`config.mk`:
```
export PLATFORM = sky130hd
export DESIGN_NAME = frame_extrema_tracker
export DESIGN_NICKNAME = d
export VERILOG_FILES = /design/src/rtl/frame_extrema_tracker.sv
export SDC_FILE = /design/constraint.sdc
export NUM_CORES = 1
export LEC_CHECK = 0
export ABC_AREA = 1
export CAP_MARGIN = 5
export CORE_UTILIZATION = 54
export CTS_BUF_LIST = sky130_fd_sc_hd__clkbuf_8
export DETAILED_ROUTE_END_ITERATION = 8
export GPL_TIMING_DRIVEN = 0
export HOLD_SLACK_MARGIN = 0.08
export PLACE_DENSITY_LB_ADDON = 0.1
export SLEW_MARGIN = 20
export SYNTH_ARGS = -nofsm -noshare
export SYNTH_HDL_FRONTEND = slang
export SYNTH_SLANG_ARGS = --single-unit
```
`constraint.sdc`:
```
create_clock -name clk -period 3.3 [get_ports clk]
set_input_delay 0.33 -clock clk [delete_from_list [all_inputs] [get_ports clk]]
set_output_delay 0.33 -clock clk [all_outputs]
set_load 0.005 [all_outputs]
```
`src/rtl/frame_extrema_tracker.sv`:
```
// Framed 4-bit sample stream: tracks per-frame max, min, max-tie count and length,
// using an external magnitude comparator for the max/min updates.
module frame_extrema_tracker #(
   parameter int LEN_W = 8
) (
   input  logic             clk,
   input  logic             rst_n,
   input  logic             in_valid,
   input  logic [3:0]       in_data,
   input  logic             in_last,
   output logic             in_ready,
   output logic [3:0]       cmp_a,
   output logic [3:0]       cmp_b,
   input  logic             aeqb,
   input  logic             agtb,
   input  logic             altb,
   output logic             out_valid,
   input  logic             out_ready,
   output logic [3:0]       out_max,
   output logic [3:0]       out_min,
   output logic [3:0]       out_max_cnt,
   output logic [LEN_W-1:0] out_len
);

   localparam logic [1:0] IDLE    = 2'd0;
   localparam logic [1:0] CMP_MAX = 2'd1;
   localparam logic [1:0] CMP_MIN = 2'd2;
   localparam logic [1:0] DONE    = 2'd3;

   localparam logic [LEN_W-1:0] LEN_ONE = {{(LEN_W-1){1'b0}}, 1'b1};
   localparam logic [LEN_W-1:0] LEN_MAX = {LEN_W{1'b1}};

   logic [1:0]       state;
   logic [3:0]       sample_q;
   logic             last_q;
   logic [3:0]       max_q;
   logic [3:0]       min_q;
   logic [3:0]       cnt_q;
   logic [LEN_W-1:0] len_q;
   logic             first_q;
   logic [2:0]       flags;
   logic             flags_ok;

   assign in_ready    = (state == IDLE);
   assign out_valid   = (state == DONE);
   assign cmp_a       = sample_q;
   assign cmp_b       = (state == CMP_MIN) ? min_q : max_q;
   assign out_max     = max_q;
   assign out_min     = min_q;
   assign out_max_cnt = cnt_q;
   assign out_len     = len_q;

   // Malformed comparator flags leave the extrema untouched but never stall the FSM.
   assign flags    = {aeqb, agtb, altb};
   assign flags_ok = (flags == 3'b100) || (flags == 3'b010) || (flags == 3'b001);

   always_ff @(posedge clk or negedge rst_n) begin
      if (!rst_n) begin
         state    <= IDLE;
         sample_q <= '0;
         last_q   <= 1'b0;
         max_q    <= '0;
         min_q    <= '0;
         cnt_q    <= '0;
         len_q    <= '0;
         first_q  <= 1'b1;
      end else begin
         case (state)
            IDLE: begin
               if (in_valid) begin
                  if (first_q) begin
                     // First sample seeds both extrema directly; no compare needed.
                     max_q   <= in_data;
                     min_q   <= in_data;
                     cnt_q   <= 4'd1;
                     len_q   <= LEN_ONE;
                     first_q <= 1'b0;
                     state   <= in_last ? DONE : IDLE;
                  end else begin
                     sample_q <= in_data;
                     last_q   <= in_last;
                     if (len_q != LEN_MAX) len_q <= len_q + LEN_ONE;
                     state    <= CMP_MAX;
                  end
               end
            end
            CMP_MAX: begin
               if (flags_ok) begin
                  if (agtb) begin
                     max_q <= sample_q;
                     cnt_q <= 4'd1;
                  end else if (aeqb && cnt_q != 4'd15) begin
                     cnt_q <= cnt_q + 4'd1;
                  end
               end
               state <= CMP_MIN;
            end
            CMP_MIN: begin
               if (flags_ok && altb) min_q <= sample_q;
               state <= last_q ? DONE : IDLE;
            end
            default: begin
               // Result stays put until taken; the next frame restarts from its first sample.
               if (out_ready) begin
                  first_q <= 1'b1;
                  state   <= IDLE;
               end
            end
         endcase
      end
   end

endmodule
```
==> impl_metrics.toml, run 1 <==
[yosys]
post_synth_fa_ha_maj_area_fraction_pct = 4.60
synth.distinct_cells = 28
post_synth.cell_area_avg_um2 = 7.35
sequential_area_share_after_synthesis_pct = 43.0
synth_mux_area_share_pct = 0
syn_area_mm2 = 0.00163
synth_nets = 240
yosysWarnings = 0
xor_and_xnor_area_share_after_synthesis_pct = 0.537
synth_simple_gate_area_share_pct = 30.4
yosys_register_bits = 28
synth_top_family_by_area = "simple AND/OR/NAND/NOR gates"
synth_compound_area_share_pct = 13.7
syn-instance-count = 222

[floorplanning]
dieArea_mm2 = 0.00325
die_w_um = 57.0
initial_utilization_pct = 58.2
placementRows = 19
die_height_um = 57.0
core_box_area_mm2 = 0.00281
boundaryPins = 42

[worst_setup_path]
setup.worst_path.start_class = "flip-flop"
worstRegToRegCells = 8
critPathTopFamily = "buffers and inverters"
crit_arrival_ns = 2.13
worst-path-max-fanout = 10
reg2reg_to = "out_max_cnt[2]$_DFFE_PN0P_"
cp_slowest_stage_delay_ns = 0.52
cp.required_ns = 2.97
endpoint = "cmp_b[1]"
worst_setup_path_startpoint = "state[0]$_DFFE_PN0P_"
critPathBufInv = 4
r2r_slack_ns = 1.64
timing_worst_setup_path_type = "flip-flop to output port"
stages_on_the_worst_setup_path = 7
cp-end-kind = "output port"
crit_path_cell_trace = "inv_1 > ha_1 > inv_1 > buf_2 > nand2_1 > nand2_1 > clkdlybuf4s50_1"
worst_r2r_startpoint = "state[0]$_DFFE_PN0P_"
timing.critical_path.slowest_stage_cell = "sky130_fd_sc_hd__clkdlybuf4s50_1"

[clocking]
clock_tree.htree_level_count = 1
cts.root.buffer_cell = "sky130_fd_sc_hd__clkbuf_8"
tritoncts = "done"
number_of_clock_sinks = 28
cts_buffer_count = 3
clk-insertion-delay-late_ns = 0.29
clock_tree.buffer_depth = 2
cts_clk_pin_slew_worst_paths_ns = 0.10

[global_route]
global_route.peak_usage_layer = "met2"
grt.met3_usage_pct = 4.08
grt_pass1_wl_mm = 6.80
met2_global_route_usage_pct = 46.6
largest_net_degree_at_the_start_of_global_routing = 29
via_count_of_the_first_global_routing_pass = 1543
antenna_found_initial = 0
global_route.usage.total_pct = 27.3
grt.overflow.total = 0
use_met1_pct = 34.5

[final_layout]
postLayoutCoreUtil_pct = 76.9
register_area_um2 = 702
fillerInstances = 213
multi_input_area_um2 = 805
share_of_layout_cells_above_drive_strength_1_pct = 7.46
layout.nets = 287
finish.instance_area_mm2 = 0.00216
layout_area_overhead_pct = 32.2
antenna_cells = 0
finalNonFillerCells = 299

[sta]
timing.final.crit_share_pct = 74.4
final-hold-violation-count = 0
max_freq_mhz = 407
setup_tns_ns = 0
measured_slew_at_the_worst_slew_check_pin_ns = 0.621
slew_headroom_pct = 58.6
fin_crit_ns = 2.46
finalMaxSlewViolations = 0
rsz0062_at_grt = "no"
fin_worst_skew_ns = 0.00461
report.final.setup_viol = 0
finalHoldWorstSlack_ns = 0.494

[pwr]
max-vdd-ir-drop_uv = 553
total_leakage_power_nw = 1.04
power.density_mw_per_mm2 = 857

[detailed_routing]
drt_iter0_drc = 99
vias = 1604
route.antenna.remaining_nets = 0
drc = 4
detailedRoute.firstPassIterationCount = 6
wl_per_cell_um = 13.2
wl_mm = 3.93
detail_route.vias_per_cell = 5.36

[outcome]
outcome = "finished with violations"
violations_in_the_final_reports = "DRC"

[place]
place.port_buffers = 41
dp.final_hpwl_mm = 2.77
gpl.final_weighted_congestion = 0.871
placed_area_mm2 = 0.00208
placed_cells = 294

[flow_run]
cap_viol_max_count = 0

[min_path]
min-delay-path-class = "flip-flop to flip-flop"
-- cell type report --
class                           instances  share of cell area (%)
Buffer                                  3                   0.928
Multi-Input combinational cell        163                    37.3
Clock buffer                            3                    1.91
Sequential cell                        28                    32.5
Timing Repair Buffer                   42                    19.3
Tap cell                               31                    1.80
Clock inverter                          1                    1.39
Inverter                               28                    4.87
-- registers in the layout, summed over array words and instances, names as in the netlist --
register / count
out_min: 4
last_q: 1
out_max: 4
cmp_a: 4
first_q: 1
state: 2
out_max_cnt: 4
out_len: 8
-- synth_stat cells --
library cell	number	share of area, %
sky130_fd_sc_hd__nand4_1	2	0.77
sky130_fd_sc_hd__nor2_2	1	0.38
sky130_fd_sc_hd__nand3_2	1	0.61
sky130_fd_sc_hd__nor2_4	1	0.69
sky130_fd_sc_hd__buf_6	1	0.69
sky130_fd_sc_hd__dfrtp_1	27	41
sky130_fd_sc_hd__nand4_2	1	0.77
sky130_fd_sc_hd__nor2_1	12	2.8
sky130_fd_sc_hd__a21oi_1	5	1.5
sky130_fd_sc_hd__inv_2	1	0.23
sky130_fd_sc_hd__a22oi_1	1	0.46
sky130_fd_sc_hd__o21ai_1	2	0.61
sky130_fd_sc_hd__buf_2	1	0.31
sky130_fd_sc_hd__inv_1	27	6.2
sky130_fd_sc_hd__xnor2_1	1	0.54
sky130_fd_sc_hd__or2_2	1	0.38
sky130_fd_sc_hd__dfstp_2	1	1.6
sky130_fd_sc_hd__clkbuf_1	1	0.23
sky130_fd_sc_hd__o21ai_0	27	8.3
sky130_fd_sc_hd__nand3_1	19	5.8
sky130_fd_sc_hd__nor3_1	1	0.31
sky130_fd_sc_hd__nand2_2	3	1.2
sky130_fd_sc_hd__o22ai_1	2	0.77
sky130_fd_sc_hd__o21ai_2	1	0.54
sky130_fd_sc_hd__nand2_1	73	17
sky130_fd_sc_hd__o21bai_1	1	0.46
sky130_fd_sc_hd__ha_1	6	4.6
sky130_fd_sc_hd__a21oi_2	2	1.1
-- worst reg2reg max path: cells and delay by family, from the launching register on --
kind            cells  cell delay [ns]
buf+inv             2             0.23
flops               1             0.40
compound gates      2             0.27
fa+ha+maj           1             0.30
simple gates        3             0.35
-- repair_timing --
item                                    in CTS  in global routing
setup buffers                                0                  0
endpoints found under the hold margin       27                  0
endpoints found under the setup margin       0                  0
resized for setup                            0                  0
hold buffers                                 1                  0
-- cells in the final DEF (no fill, tap or decap), drive strengths merged --
cell type	synthesis	layout
nand3	20	20
a21oi	7	7
o21bai	1	1
inv	28	28
nor2	14	14
clkbuf	1	4
buf	2	3
clkdlybuf4s50	0	40
dfrtp	27	27
xnor2	1	1
dlygate4sd3	0	1
nand4	3	3
nor3	1	1
o21ai	30	30
o22ai	2	2
nand2	76	76
ha	6	6
bufinv	0	1
dfstp	1	1
or2	1	1
a22oi	1	1
-- routing by layer --
metal	vias to the layer above	routed length, um
met5	-	0
li1	809	-
met3	7	156
met2	47	1990
met4	0	70
met1	741	1710
-- how the worst min path moves through the flow --
stage,startpoint,endpoint,slack [ns],depth (start not counted)
2_1_floorplan,rst_n,cmp_a[0]$_DFFE_PN0P_,0.03,0
3_3_place_gp,last_q$_DFFE_PN0P_,last_q$_DFFE_PN0P_,0.46,2
3_5_place_dp,rst_n,out_len[4]$_DFFE_PN0P_,0.38,1
4_1_cts,last_q$_DFFE_PN0P_,last_q$_DFFE_PN0P_,0.50,2
5_1_grt,last_q$_DFFE_PN0P_,last_q$_DFFE_PN0P_,0.53,2
6_report,last_q$_DFFE_PN0P_,last_q$_DFFE_PN0P_,0.49,2
-- report_power, final --
part / switching, mW / internal [mW] / total (mW)
logic: 0.500 / 0.456 / 0.956
registers: 0.134 / 0.477 / 0.611
clock network: 0.119 / 0.163 / 0.282
-- kinds of logic after synthesis --
kind of cell,Yosys count
buffers and inverters,31
DFF,28
xor gates and xnor gates,1
adders and majority gates,6
AOI/OAI and AO/OA,41
and+or+nand+nor,115
-- through the flow --
stage	total power [mW]	worst slack, ns
finish	1.85	0.845
global route	2.00	0.731
CTS	1.85	0.843
detailed placement	1.55	1.20
global placement	1.53	1.22
floorplan	1.11	1.91
No activity file was read; power rests on OpenSTA's default activity.
==> inputs of run 2 (changes only) <==
CORE_UTILIZATION = 45   (was 54)
clock period = 2.02 ns   (was 3.3 ns; I/O delays follow)
==> run 2 against run 1 <==
  * The run now ends clean
  * Via count shrank 3.1%
  * Global-route usage shrank 7.4 points
  * Flip-flop and latch count is the same
  * Power grew 58%
  * Critical endpoint is now in_ready
  * Largest power group unchanged
==> impl_metrics.toml, run 2 (synthesized netlist as in run 1, its figures left out) <==
[outcome]
outcome = "finished clean"

[sta]
finalHoldWorstSlack_ns = 0.464
timing.final.crit_share_pct = 94.6
slew_headroom_pct = 58.6
report.final.setup_viol = 0
measured_slew_at_the_worst_slew_check_pin_ns = 0.621
final-hold-violation-count = 0
layout_setup_ws_ns = 0.109
finalMaxSlewViolations = 0
fin_crit_ns = 1.91
max_freq_mhz = 523
rsz0062_at_grt = "no"
setup_tns_ns = 0
fin_worst_skew_ns = 0.00523

[pwr]
power.density_mw_per_mm2 = 1330
max-vdd-ir-drop_uv = 652
total_leakage_power_nw = 1.05

[global_route]
global_route.usage.total_pct = 19.9
grt_pass1_wl_mm = 6.15
antenna_found_initial = 0
largest_net_degree_at_the_start_of_global_routing = 29
via_count_of_the_first_global_routing_pass = 1348
grt.overflow.total = 0

[floorplanning]
die_height_um = 62.2
core_box_area_mm2 = 0.00342
placementRows = 21
die_w_um = 62.2
initial_utilization_pct = 47.8
boundaryPins = 42
dieArea_mm2 = 0.00387

[worst_setup_path]
worst-path-max-fanout = 7
cp_slowest_stage_delay_ns = 0.56
crit_arrival_ns = 1.71
setup.worst_path.start_class = "flip-flop"
cp-end-kind = "output port"
critPathBufInv = 2
timing_worst_setup_path_type = "flip-flop to output port"
cp.required_ns = 1.82
crit_path_cell_trace = "inv_1 > ha_1 > clkdlybuf4s50_1"
timing.critical_path.slowest_stage_cell = "sky130_fd_sc_hd__clkdlybuf4s50_1"
critPathTopFamily = "buffers and inverters"

[place]
dp.final_hpwl_mm = 2.75
placed_area_mm2 = 0.00209
placed_cells = 309
detailedPlace.worstSlack_ns = 0.0566
place.port_buffers = 41
gpl.final_weighted_congestion = 0.841

[flow_run]
cap_viol_max_count = 0

[final_layout]
finalNonFillerCells = 316
layout.nets = 289
share_of_layout_cells_above_drive_strength_1_pct = 8.89
largest_reg_flops = 8
mostFrequentLayoutCells = "sky130_fd_sc_hd__nand2_1 (73), sky130_fd_sc_hd__clkdlybuf4s50_1 (40), sky130_fd_sc_hd__o21ai_0 (27), sky130_fd_sc_hd__dfrtp_1 (27), sky130_fd_sc_hd__inv_1 (26)"
finish.instance_area_mm2 = 0.00220
antenna_cells = 0
final_common_cell = "sky130_fd_sc_hd__nand2_1"
layout_area_overhead_pct = 34.7

[detailed_routing]
drc = 0
drt_iter0_drc = 111
route.antenna.remaining_nets = 0
detailedRoute.firstPassIterationCount = 4
vias = 1555
wl_mm = 3.65
wl_per_cell_um = 11.5
detail_route.vias_per_cell = 4.92

[clocking]
cts_buffer_count = 3
clk-insertion-delay-late_ns = 0.28
clock_tree.buffer_depth = 2
tritoncts = "done"
number_of_clock_sinks = 28
cts_clk_pin_slew_worst_paths_ns = 0.10
cts.root.buffer_cell = "sky130_fd_sc_hd__clkbuf_8"
clock_tree.htree_level_count = 1

[min_path]
min-delay-path-class = "primary input to asynchronous set/reset pin"
-- run 2: cell count changes in the layout (fill, tap and decap cells not counted) --
cell	change
sky130_fd_sc_hd__ha_4	+1
sky130_fd_sc_hd__inv_1	-1
sky130_fd_sc_hd__inv_2	+1
sky130_fd_sc_hd__bufinv_16	-1
sky130_fd_sc_hd__buf_2	-1
sky130_fd_sc_hd__buf_12	+1
sky130_fd_sc_hd__buf_6	+1
sky130_fd_sc_hd__inv_4	+1
sky130_fd_sc_hd__ha_1	-1
sky130_fd_sc_hd__buf_4	+1
-- run 2: timing repair --
item | CTS | global route
hold buffers | 1 | 0
cloned | 0 | 0
resized for setup | 5 | 2
setup endpoints to repair | 4 | 4
endpoints found under the hold margin | 27 | 0
setup buffers | 1 | 1
-- run 2: worst paths after layout --
check / slack [ns] / from / cells after the start / end
min reg2reg: 0.49 / last_q$_DFFE_PN0P_ / 2 / last_q$_DFFE_PN0P_
min in group clk: 0.49 / last_q$_DFFE_PN0P_ / 2 / last_q$_DFFE_PN0P_
max reg2reg: 0.35 / state[1]$_DFFE_PN0P_ / 7 / cmp_a[3]$_DFFE_PN0P_
max: 0.11 / state[1]$_DFFE_PN0P_ / 3 / in_ready
min: 0.46 / rst_n / 2 / out_min[3]$_DFFE_PN0P_
max in group asynchronous: 1.15 / rst_n / 2 / last_q$_DFFE_PN0P_
-- run 2: power breakdown --
part	leakage, nW	switching (mW)	internal [mW]	total (mW)
Sequential	0.358	0.208	0.780	0.987
Clock	0.0269	0.175	0.137	0.312
Combinational	0.667	0.820	0.811	1.63
-- run 2: per-stage QoR --
| stage | utilization (%) | power, mW |
|---|---|---|
| after floorplan | - | 1.81 |
| after global placement | 61.5 | 2.52 |
| after detailed placement | 61.3 | 2.54 |
| after CTS | 63.7 | 2.91 |
| after global routing | 64.4 | 3.19 |
| final | 64.4 | 2.93 |
-- run 2: layout make-up --
cell class,count,area [um2]
fill,315,1220
clock inverter,1,3.75
multi-input combinational,163,817
clock buffer,3,41.3
sequential,28,702
tap,46,57.6
inverter,28,108
buffer,3,26.3
timing repair buffer,44,443
-- run 2: per-layer routing --
layer | routed length, um | up-vias | global-route usage [%]
met4 | 51 | 0 | 6.10
met5 | 0 | - | 0
met3 | 186 | 6 | 4.04
met1 | 1690 | 691 | 27.2
met2 | 1720 | 49 | 31.9
li1 | - | 809 | -
==> inputs of run 3 (changes only) <==
--- a/config.mk
+++ b/config.mk
@@ -9,6 +9,7 @@
 export CAP_MARGIN = 5
-export CORE_UTILIZATION = 45
+export CORE_UTILIZATION = 59
 export CTS_BUF_LIST = sky130_fd_sc_hd__clkbuf_8
 export DETAILED_ROUTE_END_ITERATION = 8
-export GPL_TIMING_DRIVEN = 0
+export DONT_BUFFER_PORTS = 1
+export GPL_TIMING_DRIVEN = 1
 export HOLD_SLACK_MARGIN = 0.08
--- a/constraint.sdc
+++ b/constraint.sdc
@@ -3,2 +3,2 @@
 set_output_delay 0.202 -clock clk [all_outputs]
-set_load 0.005 [all_outputs]
+set_load 0.02 [all_outputs]
==> run 3 against run 2 <==
  * Clock-buffer cell count up 1
  * Hold slack worse by 0.35 ns
  * Die area down 23%
  * Highest routed layer unchanged
  * Critical path type unchanged
==> impl_metrics.toml, run 3 (synthesized netlist as in run 1, its figures left out) <==
[outcome]
outcome = "finished clean"

[detailed_routing]
detail_route.vias_per_cell = 5.77
wl_per_cell_um = 13.9
routedLengthMet1_mm = 1.46
drc = 0
top_routing_layer_in_use = "met4"
route.antenna.remaining_nets = 0
drt_iter0_drc = 53
detailroute.wirelength.met3_um = 297
vias = 1501
detailroute.wirelength.met2_mm = 1.82
wl_mm = 3.60
detailedRoute.firstPassIterationCount = 4

[sta]
setup_tns_ns = 0
fin_crit_ns = 1.88
timing.final.crit_share_pct = 93.1
rsz0062_at_grt = "no"
report.final.setup_viol = 0
fin_worst_skew_ns = 0.00391
measured_slew_at_the_worst_slew_check_pin_ns = 0.375
max_freq_mhz = 532
final-hold-violation-count = 0
slew_headroom_pct = 75.0
finalMaxSlewViolations = 0

[floorplanning]
die_w_um = 54.6
placementRows = 18
initial_utilization_pct = 64.1
core_box_area_mm2 = 0.00254
die_height_um = 54.6
boundaryPins = 42
dieArea_mm2 = 0.00298

[final_layout]
layout.nets = 249
share_of_layout_cells_above_drive_strength_1_pct = 9.13
antenna_cells = 0
final_common_cell = "sky130_fd_sc_hd__nand2_1"
fillerInstances = 213
largest_reg_flops = 8
mostFrequentLayoutCells = "sky130_fd_sc_hd__nand2_1 (73), sky130_fd_sc_hd__inv_1 (27), sky130_fd_sc_hd__o21ai_0 (27), sky130_fd_sc_hd__dfrtp_1 (27), sky130_fd_sc_hd__nand3_1 (19)"
layout_area_overhead_pct = 8.90

[clocking]
count_of_cells_resized_by_post_cts_repair = 0
clock_tree.htree_level_count = 1
number_of_clock_sinks = 28
clk-insertion-delay-late_ns = 0.27
clock_tree.buffer_depth = 2
cts.root.buffer_cell = "sky130_fd_sc_hd__clkbuf_8"
cts_clk_pin_slew_worst_paths_ns = 0.10
tritoncts = "done"
post_cts_buffers = 0
cts_buffer_count = 3

[global_route]
grt_pass1_wl_mm = 5.55
largest_net_degree_at_the_start_of_global_routing = 29
grt.overflow.total = 0
antenna_found_initial = 0
via_count_of_the_first_global_routing_pass = 1363
global_route.usage.total_pct = 25.8

[min_path]
min-delay-path-class = "primary input to flip-flop"

[place]
dp.final_hpwl_mm = 2.67
gpl.final_weighted_congestion = 0.845
place.port_buffers = 0

[worst_setup_path]
cp.required_ns = 1.82
cp-end-kind = "output port"
timing_worst_setup_path_type = "flip-flop to output port"
worst-path-max-fanout = 13
setup.worst_path.start_class = "flip-flop"
crit_arrival_ns = 1.68

[pwr]
max-vdd-ir-drop_uv = 1160
power.density_mw_per_mm2 = 1550
total_leakage_power_nw = 0.906
report.power.total_mw = 2.75

[flow_run]
cap_viol_max_count = 0
## run 3: cell count changes in the layout (fill, tap and decap cells not counted), moves of 2 or more
cell                              change
sky130_fd_sc_hd__clkdlybuf4s50_1     -40
sky130_fd_sc_hd__buf_6                -2
sky130_fd_sc_hd__dlygate4sd3_1        +2
sky130_fd_sc_hd__buf_4                +2
## run 3: stage by stage
| stage | cells | area [um2] | utilization (%) | worst slack (ns) | hold slack (ns) |
|---|---|---|---|---|---|
| floorplan | 222 | 1630 | - | 0.505 | -0.0936 |
| global placement | 252 | 1670 | 65.7 | 0.352 | -0.0930 |
| detailed placement | 252 | 1670 | 65.7 | 0.267 | -0.0930 |
| CTS | 260 | 1780 | 69.8 | 0.159 | 0.110 |
| global route | 260 | 1780 | 69.8 | 0.0260 | 0.138 |
| finish | 260 | 1780 | 69.8 | 0.140 | 0.114 |
## run 3: report_power, final
part / total (mW) / internal (mW) / switching [mW]
clock network: 0.344 / 0.174 / 0.170
logic: 1.23 / 0.385 / 0.844
registers: 1.17 / 0.776 / 0.398
## run 3: layout make-up
class | instances | area (um2) | share of cell area, %
clock buffers | 4 | 55.1 | 3.10
inverters | 28 | 105 | 5.92
multi-input cells | 163 | 805 | 45.3
flip-flops and latches | 28 | 702 | 39.5
well taps | 30 | 37.5 | 2.11
repair buffers | 7 | 72.6 | 4.08
## run 3: per-layer routing
layer	vias up	track usage (%)
li1	731	-
met1	699	29.9
met2	67	47.2
met3	4	6.67
met4	0	5.13
met5	-	0
## run 3: repair_timing
| action | 4_1_cts | 5_1_grt |
|---|---|---|
| hold buffers | 4 | 0 |
| hold endpoints to repair | 30 | 0 |
| endpoints found under the setup margin | 0 | 0 |
## run 3: path summary, 6_finish.rpt
path                       depth (start not counted)  slack [ns]                 start                      to
max                                                5        0.14  state[0]$_DFFE_PN0P_                cmp_b[0]
min                                                2        0.11            in_data[0]    cmp_a[0]$_DFFE_PN0P_
max reg2reg                                        7        0.23  state[0]$_DFFE_PN0P_  out_min[0]$_DFFE_PN0P_
max in group asynchronous                          2        1.42                 rst_n     first_q$_DFFE_PN1P_
min reg2reg                                        2        0.50    last_q$_DFFE_PN0P_      last_q$_DFFE_PN0P_
min in group asynchronous                          2        0.37                 rst_n  out_len[4]$_DFFE_PN0P_
## run 3: critical path, stage by stage, from the launching register on
cell and delay [ns]:
sky130_fd_sc_hd__dfrtp_1 0.39, sky130_fd_sc_hd__inv_1 0.09, sky130_fd_sc_hd__ha_1 0.31, sky130_fd_sc_hd__inv_1 0.33
sky130_fd_sc_hd__nand2_1 0.09, sky130_fd_sc_hd__nand2_1 0.20
